--- src/rtl/jtframe_sdram_pkg.sv ---
// Shared SDRAM definitions: command encodings {CS,RAS,CAS,WE}, bank FSM state codes and address split helper.
// Combinational constants only; no latency, no flow control.
package jtframe_sdram_pkg;

    localparam logic [3:0] CMD_NOP       = 4'b0111;
    localparam logic [3:0] CMD_ACTIVE    = 4'b0011;
    localparam logic [3:0] CMD_READ      = 4'b0101;
    localparam logic [3:0] CMD_WRITE     = 4'b0100;
    localparam logic [3:0] CMD_PRECHARGE = 4'b0010;

    localparam logic [2:0] ST_IDLE     = 3'd0;
    localparam logic [2:0] ST_PRE      = 3'd1;
    localparam logic [2:0] ST_WAIT_RP  = 3'd2;
    localparam logic [2:0] ST_ACT      = 3'd3;
    localparam logic [2:0] ST_WAIT_RCD = 3'd4;
    localparam logic [2:0] ST_RW       = 3'd5;
    localparam logic [2:0] ST_DATA     = 3'd6;
    localparam logic [2:0] ST_WAIT_WR  = 3'd7;

    // 22-bit address maps to 13-bit row + 9-bit column; wider parts use 10 column bits
    function automatic int col_w(input int aw);
        return (aw == 22) ? 9 : 10;
    endfunction

endpackage

--- src/rtl/jtframe_sdram_bank_ctl_if.sv ---
// Requester, arbiter and SDRAM pin bundle for one bank controller.
// Level rd/wr held until rdy; bg grants br in the same cycle.
interface jtframe_sdram_bank_ctl_if #(parameter int AW = 22);
    logic [AW-1:0] addr;
    logic          rd;
    logic          wr;
    logic          ack;
    logic          dst;
    logic          dok;
    logic          rdy;
    logic          br;
    logic          bg;
    logic          dq_busy;
    logic          all_dq_busy;
    logic          set_prech;
    logic          row_open;
    logic [12:0]   row;
    logic [3:0]    cmd;
    logic [12:0]   sdram_a;

    modport master (
        output addr, rd, wr, bg, all_dq_busy, set_prech,
        input  ack, dst, dok, rdy, br, dq_busy, row_open, row, cmd, sdram_a
    );

    modport slave (
        input  addr, rd, wr, bg, all_dq_busy, set_prech,
        output ack, dst, dok, rdy, br, dq_busy, row_open, row, cmd, sdram_a
    );
endinterface

--- src/rtl/jtframe_sdram_bank_timer.sv ---
// Loadable 4-bit down-counter with zero flag; load takes effect next cycle, then counts to 0 and holds.
// No backpressure: load always wins over counting.
module jtframe_sdram_bank_timer (
    input  logic       clk,
    input  logic       rst,
    input  logic       load,
    input  logic [3:0] load_val,
    output logic [3:0] cnt,
    output logic       zero
);
    always_ff @(posedge clk or posedge rst) begin
        if (rst)             cnt <= 4'd0;
        else if (load)       cnt <= load_val;
        else if (cnt != 4'd0) cnt <= cnt - 4'd1;
    end

    assign zero = (cnt == 4'd0);
endmodule

--- src/rtl/jtframe_sdram_bank_ctl.sv ---
// Per-bank SDRAM sequencer; read rdy 1+CL+BURST-1 cycles after request on a row hit, stalls while bg low or DQ busy.
// Define JTFRAME_SDRAM_ROWCLOSE_EN to precharge a row left idle for CLOSE_CNT cycles.
module jtframe_sdram_bank_ctl
    import jtframe_sdram_pkg::*;
#(
    parameter int AW        = 22,
    parameter int CL        = 2,
    parameter int BURST     = 4,
    parameter int TRP       = 2,
    parameter int TRCD      = 2,
    parameter int TWR       = 2,
    parameter int CLOSE_CNT = 64
) (
    input  logic clk,
    input  logic rst,
    jtframe_sdram_bank_ctl_if.slave bus
);
    localparam int COLW = col_w(AW);

    if (CL >= 16 || BURST >= 16 || TRP >= 16 || TRCD >= 16 || TWR >= 16 || CLOSE_CNT < 2) begin : g_cfg_err
        $error("jtframe_sdram_bank_ctl: timing parameter out of range");
    end

    logic [2:0]  st, nxt, after_rp;
    logic [12:0] row, addr_row;
    logic [9:0]  col;
    logic        row_open, is_wr, req, hit, issue_rw, in_data, close_now;
    logic        ld, zero;
    logic [3:0]  ld_val, cnt;

    assign addr_row = 13'(bus.addr >> COLW);
    assign col      = 10'(bus.addr[COLW-1:0]);
    assign req      = bus.rd | bus.wr;
    assign hit      = row_open && (row == addr_row);
    assign issue_rw = (st == ST_RW) && bus.bg && !bus.all_dq_busy;
    assign in_data  = (st == ST_DATA);
    // an auto-close precharge with no pending request falls back to IDLE
    assign after_rp = req ? ST_ACT : ST_IDLE;

`ifdef JTFRAME_SDRAM_ROWCLOSE_EN
    localparam int CLW = $clog2(CLOSE_CNT);
    logic [CLW-1:0] idle_cnt;

    assign close_now = (st == ST_IDLE) && row_open && !req && (idle_cnt == CLW'(CLOSE_CNT - 2));

    always_ff @(posedge clk or posedge rst) begin
        if (rst)
            idle_cnt <= '0;
        else if (st != ST_IDLE || req || bus.set_prech || !row_open || close_now)
            idle_cnt <= '0;
        else
            idle_cnt <= idle_cnt + 1'b1;
    end
`else
    assign close_now = 1'b0;
`endif

    always_comb begin
        nxt    = st;
        ld     = 1'b0;
        ld_val = 4'd0;
        case (st)
            ST_IDLE: begin
                if (req)            nxt = hit ? ST_RW : (row_open ? ST_PRE : ST_ACT);
                else if (close_now) nxt = ST_PRE;
            end
            ST_PRE: if (bus.bg) begin
                if (TRP > 1) begin nxt = ST_WAIT_RP; ld = 1'b1; ld_val = 4'(TRP - 2); end
                else nxt = after_rp;
            end
            ST_WAIT_RP: if (zero) nxt = after_rp;
            ST_ACT: if (bus.bg) begin
                if (TRCD > 1) begin nxt = ST_WAIT_RCD; ld = 1'b1; ld_val = 4'(TRCD - 2); end
                else nxt = ST_RW;
            end
            ST_WAIT_RCD: if (zero) nxt = ST_RW;
            ST_RW: if (issue_rw) begin
                if (!bus.wr)       begin nxt = ST_DATA;    ld = 1'b1; ld_val = 4'(CL + BURST - 2); end
                else if (BURST > 1) begin nxt = ST_DATA;    ld = 1'b1; ld_val = 4'(BURST - 2); end
                else if (TWR > 0)   begin nxt = ST_WAIT_WR; ld = 1'b1; ld_val = 4'(TWR - 1); end
                else nxt = ST_IDLE;
            end
            ST_DATA: if (zero) begin
                if (is_wr && TWR > 0) begin nxt = ST_WAIT_WR; ld = 1'b1; ld_val = 4'(TWR - 1); end
                else nxt = ST_IDLE;
            end
            ST_WAIT_WR: if (zero) nxt = ST_IDLE;
            default: nxt = ST_IDLE;
        endcase
    end

    jtframe_sdram_bank_timer u_timer (
        .clk      (clk),
        .rst      (rst),
        .load     (ld),
        .load_val (ld_val),
        .cnt      (cnt),
        .zero     (zero)
    );

    always_ff @(posedge clk or posedge rst) begin
        if (rst) begin
            st       <= ST_IDLE;
            row      <= 13'd0;
            row_open <= 1'b0;
            is_wr    <= 1'b0;
        end else begin
            st <= nxt;
            if (st == ST_ACT && bus.bg) begin
                row      <= addr_row;
                row_open <= 1'b1;
            end
            if ((st == ST_PRE && bus.bg) || bus.set_prech) row_open <= 1'b0;
            if (issue_rw) is_wr <= bus.wr;
        end
    end

    always_comb begin
        bus.cmd     = CMD_NOP;
        bus.sdram_a = 13'd0;
        case (st)
            ST_PRE: if (bus.bg) bus.cmd = CMD_PRECHARGE;
            ST_ACT: begin
                bus.sdram_a = addr_row;
                if (bus.bg) bus.cmd = CMD_ACTIVE;
            end
            ST_RW: begin
                bus.sdram_a = {3'b000, col};
                if (issue_rw) bus.cmd = bus.wr ? CMD_WRITE : CMD_READ;
            end
            default: ;
        endcase
    end

    // read data window is the last BURST cycles of DATA, tracked by the remaining count
    assign bus.ack      = issue_rw;
    assign bus.dst      = (issue_rw && bus.wr) || (in_data && !is_wr && cnt == 4'(BURST - 1));
    assign bus.dok      = (issue_rw && bus.wr) || (in_data && (is_wr || cnt <= 4'(BURST - 1)));
    assign bus.rdy      = (BURST == 1 && issue_rw && bus.wr) || (in_data && zero);
    assign bus.dq_busy  = issue_rw || in_data;
    assign bus.br       = (st == ST_PRE) || (st == ST_ACT) || (st == ST_RW && !bus.all_dq_busy);
    assign bus.row_open = row_open;
    assign bus.row      = row;
endmodule

--- src/flat_wrapper.sv ---
// flat-port wrapper written by rule: the top's interface ports become plain ports
module jtframe_sdram_bank_ctl_flat import jtframe_sdram_pkg::*;
#(
    parameter int AW        = 22,
    parameter int CL        = 2,
    parameter int BURST     = 4,
    parameter int TRP       = 2,
    parameter int TRCD      = 2,
    parameter int TWR       = 2,
    parameter int CLOSE_CNT = 64
)
  (clk, rst, bus_addr, bus_rd, bus_wr, bus_bg, bus_all_dq_busy, bus_set_prech, bus_ack, bus_dst, bus_dok, bus_rdy, bus_br, bus_dq_busy, bus_row_open, bus_row, bus_cmd, bus_sdram_a);
  jtframe_sdram_bank_ctl_if #(.AW(AW)) bus_i ();
  input  logic clk;
  input  logic rst;
  input wire logic [$bits(bus_i.addr)-1:0] bus_addr;
  input wire logic [$bits(bus_i.rd)-1:0] bus_rd;
  input wire logic [$bits(bus_i.wr)-1:0] bus_wr;
  input wire logic [$bits(bus_i.bg)-1:0] bus_bg;
  input wire logic [$bits(bus_i.all_dq_busy)-1:0] bus_all_dq_busy;
  input wire logic [$bits(bus_i.set_prech)-1:0] bus_set_prech;
  output wire logic [$bits(bus_i.ack)-1:0] bus_ack;
  output wire logic [$bits(bus_i.dst)-1:0] bus_dst;
  output wire logic [$bits(bus_i.dok)-1:0] bus_dok;
  output wire logic [$bits(bus_i.rdy)-1:0] bus_rdy;
  output wire logic [$bits(bus_i.br)-1:0] bus_br;
  output wire logic [$bits(bus_i.dq_busy)-1:0] bus_dq_busy;
  output wire logic [$bits(bus_i.row_open)-1:0] bus_row_open;
  output wire logic [$bits(bus_i.row)-1:0] bus_row;
  output wire logic [$bits(bus_i.cmd)-1:0] bus_cmd;
  output wire logic [$bits(bus_i.sdram_a)-1:0] bus_sdram_a;
  assign bus_i.addr = bus_addr;
  assign bus_i.rd = bus_rd;
  assign bus_i.wr = bus_wr;
  assign bus_i.bg = bus_bg;
  assign bus_i.all_dq_busy = bus_all_dq_busy;
  assign bus_i.set_prech = bus_set_prech;
  assign bus_ack = bus_i.ack;
  assign bus_dst = bus_i.dst;
  assign bus_dok = bus_i.dok;
  assign bus_rdy = bus_i.rdy;
  assign bus_br = bus_i.br;
  assign bus_dq_busy = bus_i.dq_busy;
  assign bus_row_open = bus_i.row_open;
  assign bus_row = bus_i.row;
  assign bus_cmd = bus_i.cmd;
  assign bus_sdram_a = bus_i.sdram_a;
  jtframe_sdram_bank_ctl #(.AW(AW), .CL(CL), .BURST(BURST), .TRP(TRP), .TRCD(TRCD), .TWR(TWR), .CLOSE_CNT(CLOSE_CNT)) u_core (.clk(clk), .rst(rst), .bus(bus_i));
endmodule
--- config.mk ---
export PLATFORM = sky130hd
export DESIGN_NAME = jtframe_sdram_bank_ctl_flat
export DESIGN_NICKNAME = d
export VERILOG_FILES = /design/src/rtl/jtframe_sdram_pkg.sv /design/src/rtl/jtframe_sdram_bank_ctl_if.sv /design/src/rtl/jtframe_sdram_bank_timer.sv /design/src/rtl/jtframe_sdram_bank_ctl.sv /design/src/flat_wrapper.sv
export SDC_FILE = /design/constraint.sdc
export NUM_CORES = 1
export LEC_CHECK = 0
export CAP_MARGIN = 20
export CORE_MARGIN = 5
export CORE_UTILIZATION = 45
export CTS_CLUSTER_SIZE = 14
export DETAILED_ROUTE_END_ITERATION = 6
export DONT_BUFFER_PORTS = 1
export GPL_TIMING_DRIVEN = 0
export PLACE_DENSITY = 0.63
export SYNTH_ARGS = -nofsm -noshare
export SYNTH_HDL_FRONTEND = slang
export SYNTH_HIERARCHICAL = 1
export SYNTH_SLANG_ARGS = --single-unit
--- constraint.sdc ---
create_clock -name clk -period 1.7 [get_ports clk]
set_input_delay 0.34 -clock clk [delete_from_list [all_inputs] [get_ports clk]]
set_output_delay 0.34 -clock clk [all_outputs]
set_load 0.01 [all_outputs]
# Word level (Yosys, flattened, before mapping)
# Index checks and enable logic that the tools add are counted.
word_totals:
  ff_bits: 22
  out_inout_bits: 37
  elab_cells: 85
  input_bits: 29
op_classes:
  n_eq_ne: 17
  add_sub_neg: 1
  bitwise: 1
  muxes: 33
  n_reduce_logical: 27
  order_cmp: 1
op_table:
  columns: ["operator", "n"]
  rows:
  - ["$mux W3", 13]
  - ["$pmux W13 S2", 1]
  - ["$pmux W3 S8", 1]
  - ["$mux W4", 5]
  - ["$eq A13 B13 Y1", 1]
  - ["$eq A3 B3 Y1 const B", 4]
  - ["$pmux W4 S3", 1]
  - ["$logic_and A1 B1 Y1", 11]
  - ["$ne A2 B1 Y1 const B", 5]
  - ["$mux W1", 8]
  - ["$pmux W4 S2", 1]
  - ["$reduce_and A8 Y1", 1]
  - ["$logic_or A1 B1 Y1", 7]
  - ["$eq A3 B2 Y1 const B", 2]
  - ["$ne A2 B2 Y1 const B", 3]
  - ["$eq A4 B2 Y1 const B", 1]
  - ["$le A4 B2 Y1 const B", 1]
  - ["$logic_not A4 Y1", 1]
  - ["$mux W2", 2]
  - ["$reduce_bool A2 Y1", 2]
  - ["$reduce_bool A4 Y1", 1]
  - ["$sub A4 B1 Y4 const B", 1]
  - ["$eq A3 B1 Y1 const B", 1]
  - ["$logic_not A3 Y1", 1]
  - ["4 further kinds", 5]

# Logic depth before layout (Yosys ltp)
logic_depth:
  word_depth: 6
  mapped_depth: 8
  mapped_depth_nobuf: 7

# Hierarchy
# Netlist, hierarchy kept.
by_module_without_submodules:
  columns: ["mod", "cells_per_inst", "area_each_um2", "instances"]
  rows:
  - ["jtframe_sdram_bank_ctl", 140, 1257.5, 1]
  - ["jtframe_sdram_bank_timer", 23, 236.5, 1]

# Worst setup path after synthesis
# Ideal clock, no wire load.
synth_timing:
  kind: "register to register"
  startpoint: "register u_core.u_timer.cnt[0]"
  endpoint: "register u_core.u_timer.cnt[3]"
  path_buffers: 1
  setup_time_ns: 0.126
  setup_slack_ns: -0.196
  stages_incl_launch_ff: 9
  arrival_time_ns: 1.770
  synth_period_minus_slack_ns: 1.896
  required_time_ns: 1.574
  cell_sequence: "dfrtp_1 inv_1 ha_1 nor3b_4 and3_1 or3_1 clkbuf_1 nor3_1 a221o_1"
synth_via:
  elab_chain_len: 4
synth_rtl:
  columns: ["element", "line_no", "text"]
  rows:
  - ["from (decl)", "jtframe_sdram_bank_timer.sv:8", "output logic [3:0] cnt,"]
  - ["from (signal assigned)", "jtframe_sdram_bank_timer.sv:13", "else if (load) cnt <= load_val;"]
  - ["from (signal assigned)", "jtframe_sdram_bank_timer.sv:14", "else if (cnt != 4'd0) cnt <= cnt - 4'd1;"]
  - ["$logic_not A4 Y1 *", "jtframe_sdram_bank_timer.sv:17", "assign zero = (cnt == 4'd0);"]
  - ["named net u_core.zero", "jtframe_sdram_bank_ctl.sv:28", "logic ld, zero;"]
  - ["$mux W1 *", "jtframe_sdram_bank_ctl.sv:83", "ST_DATA: if (zero) begin"]
  - ["$pmux W1 S3 *", "jtframe_sdram_bank_ctl.sv:62", "case (st)"]
  - ["named net u_core.ld", "jtframe_sdram_bank_ctl.sv:28", null]
  - ["$mux W4 or $reduce_bool A2 Y1 (tied branches)", null, null]
# The timed path passes the listed nets; every way through them passes the cells marked *. The select of a mux whose other input is x is not followed.
# A chain may end at the register's enable or synchronous reset.

# Worst setup path after layout
layout_timing:
  startpoint: "register u_core.st[2]"
  endpoint: "output bus_dst"
layout_via:
  elab_chain_len: 5
layout_rtl:
  columns: ["element", "line_no", "text"]
  rows:
  - ["from (decl)", "jtframe_sdram_bank_ctl.sv:24", "logic [2:0] st, nxt, after_rp;"]
  - ["from (signal assigned)", "jtframe_sdram_bank_ctl.sv:108", "st <= nxt;"]
  - ["$eq A3 B3 Y1", "jtframe_sdram_bank_ctl.sv:35", "assign issue_rw = (st == ST_RW) && bus.bg && !bus.all_dq_busy;"]
  - ["$logic_and A1 B1 Y1 (2 in a row)", "jtframe_sdram_bank_ctl.sv:35", null]
  - ["named net bus_ack", "flat_wrapper.sv:22", "output wire logic [$bits(bus_i.ack)-1:0] bus_ack;"]
  - ["$logic_and A1 B1 Y1", "jtframe_sdram_bank_ctl.sv:137", "assign bus.dst = (issue_rw && bus.wr) || (in_data && !is_wr && cnt == 4'(BURST - 1));"]
  - ["$logic_or A1 B1 Y1", "jtframe_sdram_bank_ctl.sv:137", null]
  - ["to (decl)", "flat_wrapper.sv:23", "output wire logic [$bits(bus_i.dst)-1:0] bus_dst;"]
# The timed path passes the listed nets, and every way through them passes these cells.

==> results.yml <==
status:
  status: "finished, violations left"
  violations: "setup timing"
yosys:
  syn_area_per_cell_um2: 9.17
  synth_edf_count: 0
  synth_flop_cell: "dfrtp_1"
  async_flop_share_pct: 100
  ys_ff_latch: 22
  synthesis.area_um2: 1490
  ys_types: 42
  yosysSeqAreaShare_pct: 36.9
  netlist_instances: 163
  ys.warnings.count: 6
clocking:
  clk_latency_ns: 0.30
  cts-root-buf: "clkbuf_4"
  htree_levels: 1
  clk_path_buf_depth: 2
  cts_tree: "built"
  path_clk_slew_ns: 0.12
  cts_made_buffers: 3
  cts_sinks: 22
floorplan:
  top_level_ports: 66
  initial_core_util_pct: 45.5
  die_y_um: 67.6
  dieWidth_um: 67.6
  coreArea_um2: 3280
  die-area_um2: 4570
  row_count: 21
sta:
  fin_skew_ns: 0.00857
  slew_headroom_pct: 55.1
  final_hold_viol_count: 0
  period_minus_slack_ns: 1.91
  finalCritPeriodShare_pct: 112
  whs_ns: 0.00443
  drv_slew: 0
  rsz0062_at_grt: "yes"
  setup_ws_ns: -0.211
  setup_viol: 23
  worst_slew_pin_slew_ns: 0.673
  fmax_ghz: 0.523
flow_run:
  cap_violations: 0
cells_and_area:
  multi_input_area_um2: 967
  drive_gt1_share_pct: 35.7
  n_fill_cell: 300
  area.growth.synth_to_final_pct: 23.9
  nNetsFinal: 216
  diodes: 0
  regArea_um2: 552
  final_area_um2: 1850
power_and_ir_drop:
  p_leak_nw: 0.806
  cellPowerDensity_nw_per_um2: 1900
  power_mw: 3.52
  vdd_drop_max_mv: 0.872
global_route:
  grt_first_pass_wirelength_um: 6480
  antenna_found_initial: 0
  grt_pass1_vias: 1390
  grt.total_usage_pct: 18.5
  grt_overflow: 0
  grt_max_degree: 19
routing:
  drt_iter0_markers: 106
  drc: 0
  detail_route.vias_per_cell: 5.61
  vias: 1295
  drt_pre_antenna_iters: 4
  totalWireLength_um: 3940
  wl_per_cell_um: 17.1
  postRouteAntennaNets: 0
worst_setup_path:
  worstPathCellList: "inv_2, nor4_4, nand2_2, o21ai_2"
  cp_slowest_cell: "nor4_4"
  cp_data_arrival_time_ns: 1.57
  startpoint_type: "flop"
  criticalPathCategory: "flop to output port"
  crit_required_ns: 1.36
  cp-end-kind: "output port"
  max_stage_delay_ns: 0.47
  worstPathMaxFanout: 7
place:
  dp_hpwl_um: 2880
  pre_cts_ws_ns: -0.246
  placed_cell_area_um2: 1570
  gp_congestion: 0.904
  place.port_buffers: 0
hold_path:
  hold_path_class: "primary input to async pin"
[cells in the final DEF (no fill, tap or decap), types with 2 or more instances in the layout]
cell      netlist  final
dfrtp_1        22     21
buf_4           2     20
nor2_1         19     13
xor2_1         12     12
mux2_1          9      9
a22oi_1         9      9
inv_1          11      8
nand2_1         9      6
mux2_2          6      6
a21oi_1         5      5
inv_2           2      4
o21ai_0         7      4
nor2_2          0      4
clkbuf_4        0      3
nand2_2         0      3
nor4_1          3      3
and2_4          0      3
nor3_1          6      3
nand2b_1        2      2
nor2b_1         2      2
xnor2_1         2      2
nand4_1         2      2
nor2_4          0      2
nor3_2          0      2
and3_1          2      2
o21ai_2         0      2
mux2i_1         2      2
conb_1          1      2
[worst max-delay path: cells and delay by family (launching register included)]
| kind | cells | cell delay, ns |
|---|---|---|
| flip-flops | 1 | 0.40 |
| AO/OA/AOI/OAI | 1 | 0.12 |
| buffers and inverters | 1 | 0.12 |
| AND/OR/NAND/NOR | 2 | 0.63 |
[cell usage after synthesis, drive strengths merged, types with 2 or more instances]
cell	instances	area (µm²)
mux2i	2	20.0
nor3	6	30.0
buf	5	30.0
nor4	4	31.3
xor2	12	105
mux2	15	169
nand4	2	12.5
nor2b	2	12.5
and2	4	25.0
xnor2	2	17.5
a22oi	9	67.6
nor3b	2	26.3
clkbuf	2	7.51
o21ai	7	35.0
and3	2	12.5
a211oi	2	20.0
nand2b	2	12.5
a21oi	6	41.3
nand2	9	33.8
inv	13	48.8
nor2	19	71.3
or3	2	12.5
dfrtp	22	551
[layer usage]
metal / vias to the layer above / global-route usage [%] / wire length [µm]
li1: 615 / - / -
met1: 628 / 22.6 / 1550
met2: 50 / 32.2 / 2070
met3: 2 / 3.66 / 305
met4: 0 / 6.08 / 16
met5: - / 0 / 0
[layout make-up]
| type | instances | area share (%) |
|---|---|---|
| buffer | 7 | 2.97 |
| clock buffer | 4 | 1.96 |
| inverter | 13 | 2.84 |
| multi-input combinational | 122 | 52.3 |
| sequential | 22 | 29.8 |
| tap | 46 | 3.11 |
| timing repair buffer | 17 | 7.03 |
[kinds of logic (layout without fill, tap and decap cells)]
family          count (synthesis)  after routing  synth area share [%]
compound gates                 31             31                  14.9
xor+xnor                       14             14                  8.21
fa+ha+maj                       1              1                 0.837
buf+inv                        20             41                  5.78
flops                          22             22                  36.9
mux                            17             17                  12.6
other cells                     1              2                 0.251
simple gates                   57             57                  20.5
[path summary, 6_finish.rpt]
kind                                        from                    end  slack (ns)  cells past startpoint
min reg2reg                    u_core/bus.row[9]      u_core/bus.row[9]        0.63                      1
min in group clk                   bus_set_prech    u_core/bus.row_open        0.08                      1
min                                          rst      u_core/bus.row[9]       0.004                      1
max reg2reg                u_core/u_timer/cnt[0]  u_core/u_timer/cnt[1]       -0.15                      7
max                                 u_core/st[2]                bus_dst       -0.21                      4
max in group asynchronous                    rst  u_core/u_timer/cnt[0]        1.21                      2
[where the power goes]
group	switching (mW)	internal (mW)	leakage [nW]
clock	0.151	0.131	0.0210
combinational	1.11	0.975	0.518
sequential	0.376	0.780	0.267
total	1.64	1.89	0.806
[registers in the layout (all words and copies together) (netlist names)]
signal / cells
u_core/is_wr: 1
u_core/st: 3
u_core/bus.row_open: 1
u_core/bus.row: 13
u_core/u_timer/cnt: 4
[what timing repair did]
item,CTS,global route
endpoints found under the hold margin,4,0
setup buffers,11,5
cloned,0,0
hold buffers,1,0
endpoints found under the setup margin,27,34
gates resized for setup,28,8
pin swaps,5,1
[metrics by stage]
stage	util, %	setup TNS (ns)	instances
floorplan	-	-0.127	164
global placement	47.7	-2.66	210
detailed placement	47.7	-3.48	210
CTS	54.6	-2.99	226
global route	56.3	-5.42	231
finish	56.3	-3.05	231
No activity file was read; power rests on OpenSTA's default activity.
